`config.mk`:
```
export PLATFORM = sky130hd
export DESIGN_NAME = vpu_exec_pipe
export DESIGN_NICKNAME = d
export VERILOG_FILES = /design/src/rtl/vpu_pkg.sv /design/src/rtl/vpu_exec_out_fifo.sv /design/src/rtl/vpu_exec_pipe.sv
export SDC_FILE = /design/constraint.sdc
export NUM_CORES = 2
export LEC_CHECK = 0
export CORE_AREA = 2 2 332 334
export DETAILED_ROUTE_END_ITERATION = 10
export DIE_AREA = 0 0 334 336
export MAX_ROUTING_LAYER = met4
export PLACE_DENSITY = 0.67
export SYNTH_ARGS = -nofsm -noshare
export SYNTH_HDL_FRONTEND = slang
export SYNTH_HIERARCHICAL = 1
export SYNTH_SLANG_ARGS = --single-unit
```
`constraint.sdc`:
```
create_clock -name clk -period 17.32 [get_ports clk]
set_input_delay 2.598 -clock clk [delete_from_list [all_inputs] [get_ports clk]]
set_output_delay 2.598 -clock clk [all_outputs]
set_load 0.05 [all_outputs]
```
`src/rtl/vpu_pkg.sv`:
```
// vpu_pkg: opcode and state types plus default parameter constants for vpu_exec_pipe
package vpu_pkg;
  localparam int VPU_LANE_CNT      = 8;
  localparam int VPU_OPERAND_WIDTH = 16;
  localparam int VPU_SRC_CNT       = 2;
  localparam int VPU_OUT_DEPTH     = 4;
  localparam int VPU_DELAY_WIDTH   = 4;
  typedef enum logic [2:0] {
    ADD     = 3'd0,
    SUB     = 3'd1,
    MAX     = 3'd2,
    MIN     = 3'd3,
    RED_SUM = 3'd4,
    RED_MAX = 3'd5
  } vpu_exec_op_t;
  typedef enum logic {IDLE, EXEC} vpu_state_t;
  function automatic logic is_red(input vpu_exec_op_t op);
    return op == RED_SUM || op == RED_MAX;
  endfunction
endpackage

```
`src/rtl/vpu_exec_out_fifo.sv`:
```
// vpu_exec_out_fifo: result FIFO with same-cycle push/pop and zeroed output when empty
module vpu_exec_out_fifo #(
  parameter int WIDTH = 129,
  parameter int DEPTH = 4
) (
  input  logic             clk,
  input  logic             rst,
  input  logic             push_i,
  input  logic [WIDTH-1:0] din_i,
  input  logic             pop_i,
  output logic [WIDTH-1:0] dout_o,
  output logic             valid_o,
  output logic             full_o
);
  localparam int AW = $clog2(DEPTH);
  logic [WIDTH-1:0] mem_q [DEPTH];
  logic [AW-1:0] wptr_q, wptr_d, rptr_q, rptr_d;
  logic [AW:0] cnt_q, cnt_d;
  logic push_ok, pop_ok;
  always_comb begin
    valid_o = cnt_q != '0;
    full_o  = cnt_q == (AW+1)'(DEPTH);
    push_ok = push_i && !full_o;
    pop_ok  = pop_i && valid_o;
    wptr_d  = push_ok ? wptr_q + AW'(1) : wptr_q;
    rptr_d  = pop_ok ? rptr_q + AW'(1) : rptr_q;
    cnt_d   = cnt_q + (AW+1)'(push_ok) - (AW+1)'(pop_ok);
    dout_o  = valid_o ? mem_q[rptr_q] : '0;
  end
  always_ff @(posedge clk) begin
    if (rst) begin
      wptr_q <= '0;
      rptr_q <= '0;
      cnt_q  <= '0;
    end else begin
      wptr_q <= wptr_d;
      rptr_q <= rptr_d;
      cnt_q  <= cnt_d;
    end
  end
  always_ff @(posedge clk) begin
    if (push_ok) mem_q[wptr_q] <= din_i;
  end
endmodule

```
`src/rtl/vpu_exec_pipe.sv`:
```
// vpu_exec_pipe: multi-cycle vector lane/reduction unit with result FIFO; define VPU_EXEC_PIPE_LANE_MASK_EN for lane_mask_i
module vpu_exec_pipe
  import vpu_pkg::*;
#(
  parameter int LANE_CNT      = VPU_LANE_CNT,
  parameter int OPERAND_WIDTH = VPU_OPERAND_WIDTH,
  parameter int SRC_CNT       = VPU_SRC_CNT,
  parameter int OUT_DEPTH     = VPU_OUT_DEPTH,
  parameter int DELAY_WIDTH   = VPU_DELAY_WIDTH
) (
  input  logic                                       clk,
  input  logic                                       rst,
  input  logic                                       req_valid_i,
  output logic                                       req_ready_o,
  input  vpu_exec_op_t                               op_func_i,
  input  logic [DELAY_WIDTH-1:0]                     delay_i,
  input  logic [SRC_CNT-1:0][LANE_CNT*OPERAND_WIDTH-1:0] operand_i,
`ifdef VPU_EXEC_PIPE_LANE_MASK_EN
  input  logic [LANE_CNT-1:0]                        lane_mask_i,
`endif
  output logic                                       dout_valid_o,
  input  logic                                       dout_ready_i,
  output logic [LANE_CNT*OPERAND_WIDTH-1:0]          dout_o,
  output logic                                       err_o,
  output logic                                       busy_o
);
  localparam int W  = OPERAND_WIDTH;
  localparam int LW = LANE_CNT*W;
  vpu_state_t state_q, state_d;
  logic [DELAY_WIDTH-1:0] cnt_q, cnt_d;
  vpu_exec_op_t op_q, op_d;
  logic [SRC_CNT-1:0][LW-1:0] opnd_q, opnd_d;
  logic [LANE_CNT-1:0] lane_en;
  logic accept, push, fifo_full, err;
  logic [LW-1:0] res;
  logic [LW:0] fifo_dout;
  logic [W-1:0] a, b, lr, sum, mx;
  logic gt;
`ifdef VPU_EXEC_PIPE_LANE_MASK_EN
  logic [LANE_CNT-1:0] mask_q, mask_d;
  assign mask_d  = accept ? lane_mask_i : mask_q;
  assign lane_en = mask_q;
  always_ff @(posedge clk) mask_q <= rst ? '0 : mask_d;
`else
  assign lane_en = '1;
`endif
  assign req_ready_o = !rst && state_q == IDLE && !fifo_full;
  assign busy_o      = state_q != IDLE;
  always_comb begin
    accept  = req_valid_i && req_ready_o;
    push    = state_q == EXEC && cnt_q == DELAY_WIDTH'(1);
    state_d = accept ? EXEC : push ? IDLE : state_q;
    cnt_d   = accept ? (delay_i == '0 ? DELAY_WIDTH'(1) : delay_i)
            : state_q == EXEC ? cnt_q - DELAY_WIDTH'(1) : cnt_q;
    op_d    = accept ? op_func_i : op_q;
    opnd_d  = accept ? operand_i : opnd_q;
  end
  always_ff @(posedge clk) begin
    if (rst) begin
      state_q <= IDLE;
      cnt_q   <= '0;
      op_q    <= ADD;
      opnd_q  <= '0;
    end else begin
      state_q <= state_d;
      cnt_q   <= cnt_d;
      op_q    <= op_d;
      opnd_q  <= opnd_d;
    end
  end
  // Disabled lanes pass src0 through and drop out of reductions (0 for sum, most-negative for max).
  always_comb begin
    res = '0;
    err = 1'b0;
    sum = '0;
    mx  = {1'b1, {(W-1){1'b0}}};
    a   = '0;
    b   = '0;
    lr  = '0;
    gt  = 1'b0;
    for (int k = 0; k < LANE_CNT; k++) begin
      a  = opnd_q[0][k*W +: W];
      b  = opnd_q[1][k*W +: W];
      gt = $signed(a) > $signed(b);
      lr = op_q == ADD ? a + b : op_q == SUB ? a - b : op_q == MAX ? (gt ? a : b) : (gt ? b : a);
      res[k*W +: W] = lane_en[k] ? lr : a;
      sum = sum + (lane_en[k] ? a : '0);
      mx  = (lane_en[k] && $signed(a) > $signed(mx)) ? a : mx;
    end
    if (is_red(op_q)) res = {{(LW-W){1'b0}}, op_q == RED_SUM ? sum : mx};
    else if (!(op_q inside {ADD, SUB, MAX, MIN})) begin
      res = '0;
      err = 1'b1;
    end
  end
  vpu_exec_out_fifo #(.WIDTH(LW+1), .DEPTH(OUT_DEPTH)) u_fifo (
    .clk     (clk),
    .rst     (rst),
    .push_i  (push),
    .din_i   ({err, res}),
    .pop_i   (dout_ready_i),
    .dout_o  (fifo_dout),
    .valid_o (dout_valid_o),
    .full_o  (fifo_full)
  );
  assign dout_o = fifo_dout[LW-1:0];
  assign err_o  = fifo_dout[LW];
endmodule

```
==> out/metrics.cfg <==
[power_and_ir_drop]
pwr_density_cell_mw_per_mm2 = 208
vdd_ir_drop_max_mv = 0.160
report.power.total_mw = 12.2
static-leakage-power_nw = 22.7

[cts]
clk_root_buffer_cell = clkbuf_16
cts.reportedPaths.clkPinSlew_ns = 0.06
clock_buffers_created_by_tritoncts = 86
clock_tree.buffer_depth = 3
cts_hold_buffers = 0
clkLatencyLatePin_ns = 0.67
clock_tree.htree_level_count = 3
clock_sinks = 789
tritoncts = done

[timing]
skew_ns = 0.0152
fin_hold_ws_ns = 0.511
setup_total_negative_slack_ns = 0
timing.fmax_mhz = 61.0
final_worst_path_period_share_pct = 94.6
setup_viol = 0
hold_violations = 0
period_minus_slack_ns = 16.39
worst_slew_pin_slew_ns = 1.39
max-slew-margin-rel_pct = 7.12
timing_max_transition_violations_final = 0

[layout]
layout_commonest_cell = edfxtp_1
fin_util_pct = 53.9
layout-drive-gt1-share_pct = 9.53
flow.area_growth_from_synthesis_pct = 17.6
multiInputGateArea_mm2 = 0.0262
fillCellCount = 9416
most-common-layout-cells = 516 x edfxtp_1, 472 x inv_1, 447 x nand2_1, 397 x clkdlybuf4s50_1, 373 x ha_1
nets = 5863
stdcell_area_mm2 = 0.0584
register_area_mm2 = 0.0210

[routing]
route.detailed.vias_per_inst = 5.80
detailedRoute.firstPassIterationCount = 5
antenna_violating_nets_post_route = 0
drtIter0Drc = 3147
via_count = 38300
post_route_drc = 0
routed_wl_um = 163000
avgRoutedWirePerCell_um = 24.6

[synthesis]
postSynth.topFlopCell = edfxtp_1
syn_area_per_cell_um2 = 10.5
synth_seq_cells = 789
yosysWarnings = 6
ys_async_sr_fraction_pct = 0
synth-seq-area-share_pct = 42.2
synth-edff-count = 516
synth_cells = 4751
synthesis.area_mm2 = 0.0497
syn_nets = 5496
synth_cell_type_count = 83

[setup_path]
timing.critical_path.required_ns = 17.79
critical_path.slowest_cell = mux2i_1
critPathLaunchType = flip-flop
ff2ff_setup_slack_ns = 0.93
most_used_cell_along_the_critical_path = a21o_1
critPathCaptureType = flip-flop
critical_path_class = flip-flop to flip-flop
ff2ff_path_depth = 84
cp_slowest_stage_delay_ns = 0.62
critical_path_maximum_fanout = 21
timing.critical_path.arrival_ns = 16.85

[global_routing]
vias_in_the_first_global_route = 37700
antenna_violations_before_repair = 5
overflow = 0
first_pass_grt_wire_length_um = 240000
groute.usage.overall_pct = 29.4
grt_max_degree = 107

[worst_hold_path]
min_path_type = flip-flop to flip-flop
holdPathStages = 2

[floorplanning]
start_util_pct = 45.8
floorplan.rows = 121
fp.dieH_um = 336
design.core.area_mm2 = 0.108
boundaryPins = 399
die_w_um = 334
fp.dieArea_mm2 = 0.112

[placement]
buffer_ports.inserted = 398
place_area_mm2 = 0.0555
gp_routability_congestion = 0.972
dp_hpwl_um = 120000

[flow_run]
drv.max_cap_violation_count = 0

[outcome]
outcome = completed

-- cells in the mapped netlist, drive strengths merged (21+ instances only) --
master	n	area share (%)
clkbuf	204	1.5
fa	104	4.2
mux4	129	5.8
o21ai	188	1.9
mux2i	116	2.3
nor2	238	1.8
xor2	23	0.41
buf	46	0.61
nand2b	31	0.39
nor3	64	0.64
a21o	51	0.77
nor2b	38	0.48
o21bai	93	1.4
and2	142	1.8
edfxtp	516	31
o31ai	187	2.8
mux2	29	0.69
a21oi	291	2.9
ha	374	9.4
inv	473	3.6
and3	21	0.26
dfxtp	273	11
xnor2	163	2.9
nand3b	85	1.3
a221oi	25	0.45
a211oi	150	2.3
nand4	56	0.70
nand2	453	3.4
-- per-stage QoR --
stage / std cells / worst slack [ns]
finish: 6601 / 0.934
global route: 6601 / -0.000888
floorplan: 4751 / 0.127
global placement: 6440 / -0.253
CTS: 6596 / 0.0170
detailed placement: 6440 / -0.369
-- critical path: cells and delay by family (launching register included) --
family | cells | cell delay, ns
flip-flops | 1 | 0.41
XOR/XNOR | 1 | 0.20
buffers and inverters | 12 | 1.69
multiplexers | 4 | 1.56
AND/OR/NAND/NOR | 24 | 3.74
adder cells (fa/ha/maj) | 7 | 1.96
AO/OA/AOI/OAI | 36 | 6.58
-- logic make-up after synthesis --
family,after synthesis,synth area share (%)
AOI/OAI and AO/OA,1123,14.9
xor gates and xnor gates,186,3.28
adders and majority gates,480,13.6
buffers and inverters,724,5.74
DFF,789,42.2
muxes,274,8.87
and+or+nand+nor,1175,11.4
-- flip-flops by register name (all words and copies together) (netlist names), named ones only --
name,count
op_q,3
u_fifo/cnt_q,3
u_fifo/rptr_q,2
cnt_q,4
u_fifo/mem_q,516
u_fifo/wptr_q,2
opnd_q,224
b,16
a,16
busy_o,1
-- power by group --
| group | switching (mW) | total [mW] | leakage, nW | internal [mW] |
|---|---|---|---|---|
| registers | 0.204 | 2.56 | 6.95 | 2.36 |
| clock network | 0.762 | 1.80 | 1.32 | 1.04 |
| logic | 4.74 | 7.79 | 14.4 | 3.05 |
-- final timing paths --
kind | end | from
worst min-delay path | opnd_q[6] | opnd_q[6]
worst max-delay path | u_fifo/mem_q[0][1] | opnd_q[11]
worst max register to register | u_fifo/mem_q[0][1] | opnd_q[11]
worst min register to register | opnd_q[6] | opnd_q[6]
-- layout make-up --
class / count / share of cell area (%)
Antenna cell: 1 / 0.00428
Clock buffer: 121 / 4.04
Clock inverter: 35 / 0.604
Inverter: 474 / 3.05
Multi-Input combinational cell: 3239 / 44.8
Sequential cell: 789 / 35.9
Tap cell: 1414 / 3.03
Timing Repair Buffer: 528 / 8.57
-- layer usage --
layer / global-route usage (%) / routed length (um) / vias to the layer above
li1: - / - / 17800
met1: 39.2 / 71200 / 18800
met2: 46.5 / 75200 / 1385
met3: 4.14 / 10900 / 242
met4: 9.45 / 5300 / 0
met5: - / 0 / -
-- what timing repair did --
action	in CTS	in global routing
gates resized for setup	7	45
setup buffers	0	3
pin swaps	0	6
gates cloned	0	1
setup endpoints to repair	64	64
Note: power is estimated with default switching activity, not from simulation.
